[config.mk]
export PLATFORM = sky130hd
export DESIGN_NAME = deserializer_top
export DESIGN_NICKNAME = d
export VERILOG_FILES = /design/src/rtl/deserializer_top.sv
export SDC_FILE = /design/constraint.sdc
export NUM_CORES = 1
export LEC_CHECK = 0
export ABC_AREA = 1
export CORE_MARGIN = 4
export CORE_UTILIZATION = 59
export CTS_CLUSTER_SIZE = 25
export DETAILED_ROUTE_END_ITERATION = 6
export GPL_TIMING_DRIVEN = 0
export PLACE_DENSITY = 0.95
export SYNTH_ARGS = -nofsm -noshare
export SYNTH_HDL_FRONTEND = slang
export SYNTH_SLANG_ARGS = --single-unit
[constraint.sdc]
create_clock -name clk_i -period 2.6 [get_ports clk_i]
set_input_delay 0.39 -clock clk_i [delete_from_list [all_inputs] [get_ports clk_i]]
set_output_delay 0.39 -clock clk_i [all_outputs]
set_load 0.01 [all_outputs]
[src/rtl/deserializer_top.sv]
// Serial-to-parallel receiver: MSB-first bits are packed into words, and each word is emitted with a bit-count code.
// Latency: the valid pulse rises on the edge that samples the last bit or the first idle cycle. No backpressure: a word is emitted whether or not the consumer is ready.
module deserializer_top #(
    parameter int DATA_BUS_WIDTH = 16,
    parameter int DATA_MOD_WIDTH = 4
) (
    input  logic                      clk_i,
    input  logic                      rst_n_i,
    input  logic                      ser_data_i,
    input  logic                      ser_data_val_i,
    output logic [DATA_BUS_WIDTH-1:0] deser_data_o,
    output logic [DATA_MOD_WIDTH-1:0] deser_data_mod_o,
    output logic                      deser_data_val_o,
    output logic                      busy_o
);

    typedef enum logic {IDLE, COLLECT} state_t;

    localparam logic [DATA_MOD_WIDTH:0]   LAST_CNT = (DATA_MOD_WIDTH+1)'(DATA_BUS_WIDTH - 1);
    localparam logic [DATA_MOD_WIDTH-1:0] TOP_POS  = DATA_MOD_WIDTH'(DATA_BUS_WIDTH - 1);

    state_t                    state, state_n;
    logic [DATA_BUS_WIDTH-1:0] sh, sh_n;
    logic [DATA_MOD_WIDTH:0]   cnt, cnt_n;
    logic [DATA_MOD_WIDTH-1:0] pos;
    logic                      emit;
    logic [DATA_BUS_WIDTH-1:0] emit_dat;
    logic [DATA_MOD_WIDTH-1:0] emit_mod;

    // Arrival order k lands at bit DATA_BUS_WIDTH-1-k.
    assign pos = TOP_POS - cnt[DATA_MOD_WIDTH-1:0];

    always_comb begin
        state_n  = state;
        sh_n     = sh;
        cnt_n    = cnt;
        emit     = 1'b0;
        emit_dat = sh;
        emit_mod = '0;
        case (state)
            IDLE: begin
                if (ser_data_val_i) begin
                    sh_n                   = '0;
                    sh_n[DATA_BUS_WIDTH-1] = ser_data_i;
                    cnt_n                  = (DATA_MOD_WIDTH+1)'(1);
                    state_n                = COLLECT;
                end
            end
            COLLECT: begin
                if (ser_data_val_i) begin
                    sh_n[pos] = ser_data_i;
                    if (cnt == LAST_CNT) begin
                        emit     = 1'b1;
                        emit_dat = sh_n;
                        cnt_n    = '0;
                        state_n  = IDLE;
                    end else begin
                        cnt_n = cnt + 1'b1;
                    end
                end else begin
                    emit     = 1'b1;
                    emit_mod = cnt[DATA_MOD_WIDTH-1:0];
                    cnt_n    = '0;
                    state_n  = IDLE;
                end
            end
            default: state_n = IDLE;
        endcase
    end

    always_ff @(posedge clk_i or negedge rst_n_i) begin
        if (!rst_n_i) begin
            state            <= IDLE;
            sh               <= '0;
            cnt              <= '0;
            deser_data_o     <= '0;
            deser_data_mod_o <= '0;
            deser_data_val_o <= 1'b0;
            busy_o           <= 1'b0;
        end else begin
            state            <= state_n;
            sh               <= sh_n;
            cnt              <= cnt_n;
            deser_data_val_o <= emit;
            busy_o           <= (cnt_n != '0);
            // Data and mod hold their last emitted values between pulses.
            if (emit) begin
                deser_data_o     <= emit_dat;
                deser_data_mod_o <= emit_mod;
            end
        end
    end

endmodule

==> flow_summary.ini <==
[timing]
max-slew-margin-rel = 0.671
hold_viol_final = 0
period_needed_ps = 1710
max_clock_freq_mhz = 585
setup-tns-final_ps = 0
slew_viol_final = 0
worst_slew_pin_slew_ps = 494
fin_crit_sh = 0.657
setup_ws_ps = 892
rsz0062_at_grt = false
clock-skew-final_ps = 6.40
setup_viol = 0
timing.hold.ws_ps = 474

[yosys]
ys_top_cells_by_area = dfrtp_1 51%, nand2_1 11%, o21ai_0 6.5%, inv_1 4.9%, nand3_1 4.4%
synth_compound_area_frac = 0.142
synth.distinct_cells = 28
syn-instance-count = 245
postSynthAreaPerCell_um2 = 8.76
synthXorXnorAreaFrac = 0
synth_top_area_cell = dfrtp_1
yosys.area.top_type_share = 0.513
synth.cell_area_um2 = 2150
synth_mux_area_frac = 0
synth-simple-area-share = 0.224
seq_area_frac_synth = 0.513
synthAdderAreaFrac = 0.0233
syn_nets = 253
yosys_register_bits = 44
yosysWarnings = 0
synth_top_family_by_area = simple AND/OR/NAND/NOR gates

[global_route]
antenna_found_initial = 0
grt_pass1_wl_um = 7900
grtUsageTotal = 0.233
grt_max_degree = 29
grt_remaining_overflow = 0
grt_pass1_vias = 1766

[pwr]
vdd_drop_max_mv = 0.425
powerDensity_nw_per_um2 = 541
p_leak_nw = 1.24

[setup_path]
endpoint = deser_data_o[14]$_DFFE_PN0P_
path_class = reg2reg
startpoint = cnt[0]$_DFF_PN0_
r2r-end = deser_data_o[14]$_DFFE_PN0P_
timing.rr.start = cnt[0]$_DFF_PN0_
r2r_slack_ps = 890
worstPathArrival_ps = 1980
critPathLaunchType = flop
crit_required_ps = 2880
critPathCaptureType = flop
ff2ff_path_depth = 8
cp_max_fo = 10

[cells_and_area]
final_layout_size_suffix_gt1_frac = 0.121
antenna_cells = 0
fill_cells = 243
fin_nets = 287
stdcell_count = 326
multi_input_area_um2 = 835
seqCellArea_um2 = 1100
syn_to_final_growth_pct = 19.1

[drt]
drtIter0Drc = 125
dr_total_vias = 1808
dr.pass1.iters = 4
drt-total-wl_um = 4770
wl_per_cell_um = 14.6
drtAntennaViolNets = 0
drc = 0
viasPerCell = 5.55

[clocking]
clock_latency_ps = 360
cts-root-buf = clkbuf_4
cts_sinks = 44
cts.reportedPaths.clkPinSlew_ps = 120
cts_buffers = 5
postCtsSetupBuffers = 0
ctsHoldBuffers = 1
cts_tree = yes
clockBufferDepth = 2
cts_resized = 0
cts_max_level = 2

[die]
die_area_um2 = 4670
die_w_um = 68.3
core_um2 = 3420
die-height_um = 68.3
io_pins = 26
fp-row-count = 21
initial_utilization = 0.628

[place]
place.gp.congestion = 0.936
dpl.hpwl_um = 3410
placedCellCount = 317
numPortBuffers = 25
dp_worst_setup_slack_ps = 733

[status]
outcome = completed

[worst_hold_path]
hold_class = in2async

[job]
drv_cap = 0
[cells in the final DEF, fill, tap and decap left out, types with 2 or more instances in the layout]
| cell type | n |
|---|---|
| inv_1 | 28 |
| clkdlybuf4s50_1 | 24 |
| nor2_4 | 2 |
| buf_4 | 4 |
| a21oi_1 | 2 |
| o22ai_1 | 15 |
| o21ai_1 | 4 |
| buf_6 | 4 |
| nand3_1 | 19 |
| nand2_2 | 2 |
| clkbuf_4 | 5 |
| ha_1 | 4 |
| nand2_1 | 65 |
| inv_2 | 2 |
| clkbuf_1 | 3 |
| clkinv_2 | 3 |
| nor2_1 | 6 |
| nand2_4 | 2 |
| dfrtp_1 | 44 |
| buf_2 | 2 |
| o21ai_0 | 28 |
[state kept, by name, summed over array words and instances (netlist names)]
register          count
deser_data_val_o      1
busy_o                1
cnt                   5
deser_data_o         16
deser_data_mod_o      4
sh                   16
state                 1
[kinds of logic (layout without fill, tap and decap cells)]
family | count (synthesis) | after routing
simple gates | 101 | 101
compound gates | 53 | 53
flops | 44 | 44
buf+inv | 43 | 78
fa+ha+maj | 4 | 4
[worst max-delay path, stage by stage (launching register included)]
cell,delay [ps]
dfrtp_1,450
ha_1,230
buf_6,150
nand3_4,80
nor2_4,50
o21ai_4,280
buf_4,230
nand2_1,70
o21ai_0,90
[area by class of cell]
| class | count | share of cell area |
|---|---|---|
| flip-flops and latches | 44 | 0.431 |
| multi-input cells | 158 | 0.327 |
| repair buffers | 27 | 0.108 |
| inverters | 32 | 0.0480 |
| plain buffers | 11 | 0.0343 |
| well taps | 46 | 0.0225 |
| clock buffers | 6 | 0.0162 |
| clock inverters | 2 | 0.0137 |
[routing by layer]
layer	share of wire	wire (um)	vias to the layer above	global-route usage
li1	-	-	866	-
met5	0	0	-	0
met2	0.49	2320	65	0.389
met3	0.054	258	14	0.0443
met4	0.033	155	0	0.117
met1	0.43	2030	863	0.289
[where the power goes]
group	internal, mW	switching, mW
Sequential	0.720	0.0237
Combinational	0.0941	0.133
Clock	0.202	0.210
Total	1.02	0.367
[through the flow]
step	utilization	area [um^2]	total power [mW]
floorplan	-	2150	0.880
global placement	0.718	2450	0.969
detailed placement	0.723	2470	0.982
CTS	0.748	2550	1.39
global route	0.748	2550	1.45
finish	0.748	2550	1.38
[Yosys cell counts]
cell / count
nor2_2: 1
o21ai_0: 28
nand3_4: 1
o211ai_1: 1
nand2_2: 2
inv_2: 2
o21ai_2: 1
clkinv_2: 2
clkbuf_1: 2
nand3_1: 19
buf_4: 4
nand4_4: 1
nand3_2: 1
nand4_1: 1
dfrtp_1: 44
nand2_1: 65
nor2_1: 6
o21ai_4: 1
o22ai_1: 15
o31ai_1: 1
buf_2: 1
buf_6: 4
inv_1: 28
nand2_4: 2
ha_1: 4
a21oi_1: 2
o21ai_1: 4
nor2_4: 2
[worst min path at each step]
stage / slack, ps / cells after the start / start / endpoint
finish: 470 / 2 / rst_n_i / sh[0]$_DFFE_PN0P_
floorplan: 90 / 0 / rst_n_i / busy_o$_DFF_PN0_
global route: 500 / 2 / deser_data_o[0]$_DFFE_PN0P_ / deser_data_o[0]$_DFFE_PN0P_
global placement: 460 / 2 / deser_data_o[1]$_DFFE_PN0P_ / deser_data_o[1]$_DFFE_PN0P_
detailed placement: 340 / 1 / rst_n_i / deser_data_o[10]$_DFFE_PN0P_
CTS: 480 / 2 / rst_n_i / cnt[0]$_DFF_PN0_
Note: power is estimated with default switching activity, not from simulation.
